### src/rtl/regfile_mp.sv
// regfile_mp: NREAD-read / 1-write integer register file for the decode stage.
// Registered reads with write-first bypass, hardwired zero register, async
// active-high reset. Optional pending-write scoreboard enabled by defining
// REGFILE_SCOREBOARD_EN (adds iss_en/iss_rd/rbusy and a busy vector).
module regfile_mp #(
  parameter  int XLEN  = 32,
  parameter  int NREG  = 32,
  parameter  int NREAD = 2,
  localparam int AW    = $clog2(NREG)
) (
  input  logic                  clk,
  input  logic                  rst,
`ifdef REGFILE_SCOREBOARD_EN
  input  logic                  iss_en,
  input  logic [AW-1:0]         iss_rd,
  output logic [NREAD-1:0]      rbusy,
`endif
  input  logic [NREAD-1:0]      re,
  input  logic [NREAD*AW-1:0]   ra,
  output logic [NREAD*XLEN-1:0] rd,
  input  logic                  we,
  input  logic [AW-1:0]         wa,
  input  logic [XLEN-1:0]       wd
);

  logic [XLEN-1:0]       regs_q [NREG];
  logic [XLEN-1:0]       regs_d [NREG];
  logic [NREAD*XLEN-1:0] rd_q, rd_d;

  // Post-write register image; reading it gives write-first bypass and a
  // zero register for free.
  always_comb begin
    regs_d = regs_q;
    if (we && (wa != '0)) begin
      regs_d[wa] = wd;
    end
    regs_d[0] = '0;
  end

  // Per-port read capture; disabled ports hold their last value.
  always_comb begin
    rd_d = rd_q;
    for (int i = 0; i < NREAD; i++) begin
      if (re[i]) begin
        rd_d[i*XLEN +: XLEN] = regs_d[ra[i*AW +: AW]];
      end
    end
  end

  // Register array and read data state.
  always_ff @(posedge clk or posedge rst) begin
    if (rst) begin
      for (int r = 0; r < NREG; r++) begin
        regs_q[r] <= '0;
      end
      rd_q <= '0;
    end else begin
      regs_q <= regs_d;
      rd_q   <= rd_d;
    end
  end

  assign rd = rd_q;

`ifdef REGFILE_SCOREBOARD_EN
  logic [NREG-1:0]  busy_q, busy_d;
  logic [NREAD-1:0] rbusy_q, rbusy_d;

  // Pending-write tracking: writeback clears, issue sets; a same-cycle issue
  // to the same register wins because it is a newer pending write.
  always_comb begin
    busy_d = busy_q;
    if (we && (wa != '0)) begin
      busy_d[wa] = 1'b0;
    end
    if (iss_en && (iss_rd != '0)) begin
      busy_d[iss_rd] = 1'b1;
    end
    busy_d[0] = 1'b0;
  end

  // Busy flag per read port, sampled from the post-edge busy state.
  always_comb begin
    rbusy_d = rbusy_q;
    for (int i = 0; i < NREAD; i++) begin
      if (re[i]) begin
        rbusy_d[i] = busy_d[ra[i*AW +: AW]];
      end
    end
  end

  // Scoreboard state.
  always_ff @(posedge clk or posedge rst) begin
    if (rst) begin
      busy_q  <= '0;
      rbusy_q <= '0;
    end else begin
      busy_q  <= busy_d;
      rbusy_q <= rbusy_d;
    end
  end

  assign rbusy = rbusy_q;
`endif

endmodule

### config.mk
export PLATFORM = sky130hd
export DESIGN_NAME = regfile_mp
export DESIGN_NICKNAME = d
export VERILOG_FILES = /design/src/rtl/regfile_mp.sv
export SDC_FILE = /design/constraint.sdc
export NUM_CORES = 2
export LEC_CHECK = 0
export CAP_MARGIN = 15
export CORE_MARGIN = 1
export CORE_UTILIZATION = 58
export DETAILED_ROUTE_END_ITERATION = 10
export PLACE_DENSITY_LB_ADDON = 0.25
export SYNTH_ARGS = -nofsm -noshare
export SYNTH_HDL_FRONTEND = slang
export SYNTH_SLANG_ARGS = --single-unit
export TNS_END_PERCENT = 10
### constraint.sdc
create_clock -name clk -period 97.6 [get_ports clk]
set_input_delay 9.76 -clock clk [delete_from_list [all_inputs] [get_ports clk]]
set_output_delay 9.76 -clock clk [all_outputs]
set_load 0.01 [all_outputs]
# Word level (Yosys, flattened, before mapping)
# Index checks and enable logic that the tools add are counted.
# word_totals
reg_bits	1056
input_bits	52
output_inout_bits	64
# classes
order_cmp	4
n_mux	10
n_bitwise	3
n_reduce_logical	3
# ops
op	count
$bwmux W1024	1
$mux W992	1
$bmux W32 S5	2
$demux W32 S5	1
$mux W32	5
$ge A6 B6 Y1 const B	3
$not A5 Y6	3
$lt A6 B1 Y1 const B	1
$reduce_bool A5 Y1	1
$logic_and A1 B1 Y1	2

# Depth between registers and ports, before layout
# logic_depth
ltp_word	10
ltp_mapped	13
depth_no_buf	7

# Worst setup path before layout
# No wires, ideal clock.
# synth_timing
path_type	input -> register
from	input port wa[0]
to	register rd_q[39] (netlist: rd[39])
t_arrival_ns	11.750
required_ns	97.476
slack_ns	85.726
cell_stages	11
path_buffers	5
cell_sequence	buf_2 -> nor2b_1 -> buf_2 -> buf_4 -> nand2_1 -> buf_2 -> buf_2 -> mux2_2 -> o22ai_1 -> nor3_1 -> o31a_1
# synth_lines
element	line	text
start: declaration	22	input logic [AW-1:0] wa,
end signal: assignment	59	rd_q <= rd_d;
end: declaration	28	logic [NREAD*XLEN-1:0] rd_q, rd_d;

# Worst setup path in the final report
# layout_timing
from	input port wa[0]
to	register rd_q[56] (netlist: rd[56])
# layout_between
elab_chain_len	10
word_cells_on_any_way	13
classes_between	2 x order compare; 7 x mux; 1 x bitwise; 3 x reduce/logical
# layout_rtl
element	line	text
$not A5 Y6 (not written as such)	35	regs_d[wa] = wd;
$ge A6 B6 Y1 (not written as such) / $lt A6 B1 Y1 (equally long branches)	35	
$logic_and A1 B1 Y1 (not written as such)	35	
$mux W32 (not written as such)	35	
$demux W32 S5	35	
$bwmux W1024	35	
$mux W992 *	34	if (we && (wa != '0)) begin
$bmux W32 S5 *	45	rd_d[i*XLEN +: XLEN] = regs_d[ra[i*AW +: AW]];
$mux W32 (not written as such) * (2 in a row)	45	
# Mark *: on every way between the ends. The rest lies on a longest branch, timed or not. The select of a mux whose other input is x is not followed.
# A chain may end at the register's enable or synchronous reset.

==> results.md <==
- Num CTS Buffers: 115
- CTS tree: yes
- Vias per inst: around 7.5
- Pin count of the biggest net entering global routing: 163
- Synth Flop Type: dfrtp_1
- Final setup vio count: 0
- Synth Area in Compound Gates: a little under a fifth
- Hold Buf Count CTS: 0
- Data arrival time of the worst path: between 10000 and 15000 ps
- Routed WL per cell: between 30 and 40 um
- H-tree levels: 3
- Post-synthesis cell type count: between 80 and 90
- CTS clk-pin slew, worst paths: 60 ps
- Worst-case clock buffer depth: 3
- Post-synthesis sequential area ratio: 46.27%
- FMAX: approximately 74 MHz
- Register area: 26430 um2
- Post-Syn Area: around 57000 um2
- Area leader, netlist: dfrtp_1
- Synth Register Bits: about 1100
- VDD IR max: between 0.015 and 0.02 mV
- Max Cap Violations: 1
- Post-synth EDFFs: 0
- Failing checks: capacitance limit, slew limit
- Status: complete, but fails checks
- Remaining routing DRC violations: 0
- Startpoint Class: input pin
- Critical Path Fanout Max: 31
- Post-Synth Adder-Cell Area: 0%
- Lkg Pwr: ~0.031 uW
- Post-route cell area: roughly 63000 um2
- Avg Cell Area, Syn: about 9.7 um2
- Row cnt: ~110
- XOR/XNOR Fraction of Synth Area: 0.03067%
- Hpwl dp: between 100000 and 150000 um
- Worst slew pin tran: roughly 1500 ps
- Simple-Gate Fraction of Synth Area: 12.18%
- Synth Warn #: 0
- Critical Path End Type: flop
- DIE WIDTH: ~320 um
- Global-route usage over all layers: a little under half
- IO Pins: ~120
- Final GP Congestion: approximately 1.0
- Die H: approximately 320 um
- Total chip power: about 1300 uW
- Final setup TNS: 0 ps
- Pwr/cell area: approximately 21 nW/um2
- Synth area leaders: dfrtp_1, mux2i_1, mux2_2
- Layout Nets: about 5800
- DRT antenna net count: 0
- # Post-CTS Setup Buffers: 0
- Syn Nets: roughly 6000
- First-pass GRT wire length: roughly 350000 um
- CTS Sinks: 1056
- Largest family of logic cells by synthesized area: compound AO/OA/AOI/OAI gates
- Multiplexer share of the synthesized area: between 15 and 20%
- Clk root buf: clkbuf_16
- Final period util: ~14%
- Clock insertion delay at the later pin of the skew report: between 700 and 800 ps
- Clock Skew: ~35 ps
- Die Area: ~100000 um2
- RSZ-0062 raised after global routing: false
- Fill cell count: around 7700
- Final min period: roughly 13000 ps
- Post_cts resized: 0
- Slew HR: -1.486%
- Synth top area share: between 40 and 50%
- Vias: 53400
- Port buffer count: 115
- Number of global-route vias before repair: 51250
- Crit Path Class: in2reg
- Initial antenna violation count: 10
- 1st-iter DRT viols: 9990
- Placed inst area: approximately 59000 um2
- Async SR Flop Fraction: between 90% and 100%
- Total grt overflow: 0
- Final Max Slew Viols: 9
- Multi-input gate area: between 20000 and 30000 um2
- Final Hold Fails: 0
- Worst path required time: around 100000 ps
- Initial Util: roughly three fifths
- Synth-to-Final Area Change: 10.34%
- Final wirelength: between 200000 and 250000 um
- Core Box Area: around 100000 um2
- Layout cell share with drive strength beyond 1: roughly 15%
- Min-delay worst type: reg2reg
- Post-synthesis cell count: between 5000 and 6000
- TritonRoute pass-1 iters: 11
## layout make-up
type,count,share of cell area [%]
timing repair buffer,280,3.848
sequential,1056,41.93
clock buffer,185,5.799
inverter,360,2.156
antenna,10,0.03971
multi-input combinational,3928,43.16
clock inverter,32,0.5361
tap,1276,2.533
## cells in the final DEF (no fill, tap or decap), drive strengths merged, types with 176 or more instances in the layout
master	n
dfrtp	1056
o22ai	247
mux2i	452
inv	361
nor3	176
clkbuf	185
mux2	392
nand2	726
o21ai	336
nor2	256
## final timing paths
| check | start | end | slack (ps) | depth (start not counted) |
|---|---|---|---|---|
| min | regs_q[713] | regs_q[713] | 490 | 2 |
| max | wa[0] | rd[56] | 84130 | 11 |
| max in group asynchronous | rst | regs_q[785] | 84880 | 5 |
| max reg2reg | regs_q[179] | rd[19] | 95460 | 5 |
| min in group asynchronous | rst | regs_q[308] | 9530 | 2 |
| min reg2reg | regs_q[713] | regs_q[713] | 490 | 2 |
## cells in the mapped netlist (13+ instances only)
cell          n
or3_1        13
a211o_1      14
o211ai_1     48
nand3_1     126
buf_4        28
mux2i_1     452
o22ai_1     247
o221ai_1     57
mux2_2      392
nor2b_1      14
nand3b_1     18
inv_1       359
mux4_2       21
nor2_1      252
nor3_1      176
buf_2        88
o22a_1       13
dfrtp_1    1056
o21ai_0     315
a211oi_1     95
o21ai_1      17
nor3b_1      13
a32oi_1      34
o311a_1      20
and3_1       32
a22o_1       22
a2bb2oi_1    18
a31oi_1      30
nand2b_1     30
o31a_1       14
nor4_1       52
nand2_1     713
a21oi_1     173
o2bb2ai_1    35
a221oi_1     56
a2111oi_0    45
o32ai_1      29
o2111ai_1    18
buf_1        55
clkbuf_1    379
a22oi_1     141
## worst max-delay path, stage by stage
cell             delay [ps]
clkdlybuf4s50_1         460
buf_4                   340
and2_2                  460
buf_4                   520
nand2_1                 650
buf_4                   480
a2bb2oi_1               340
a22o_1                  190
a2111oi_0                80
or4_1                   590
o2111a_1                150
## layer usage
layer / wire length [um] / global-route usage (%) / up-vias
li1: - / - / 21190
met1: 83860 / 59.53 / 25760
met2: 95420 / 64.46 / 4997
met3: 38560 / 20.31 / 1436
met4: 20400 / 32.64 / 17
met5: 327 / 2.557 / -
## where the power goes
group          total, uW  switching, uW  internal, uW
Sequential           555           35.1           520
Combinational        277            174           103
Clock                462            194           268
Total               1290            402           891
## cells by family after synthesis
| logic type | count (synthesis) |
|---|---|
| xor gates and xnor gates | 2 |
| AOI/OAI and AO/OA | 1534 |
| muxes | 865 |
| DFF | 1056 |
| and+or+nand+nor | 1527 |
| buffers and inverters | 916 |
## state kept, by name (all words and copies together), names as in the netlist
signal  cells
rd         64
regs_q    992
## metrics by stage
step	hold WS [ps]	util (%)	instances	setup slack, ps
2_1_floorplan	443.6	-	5900	58120
3_3_place_gp	457.2	60.71	6899	83840
3_5_place_dp	468.8	60.71	6899	83650
4_1_cts	483.8	64.82	7116	84380
5_1_grt	495.0	64.86	7119	84160
6_report	490.1	64.88	7127	84130
(Power assumes the default switching activity.)
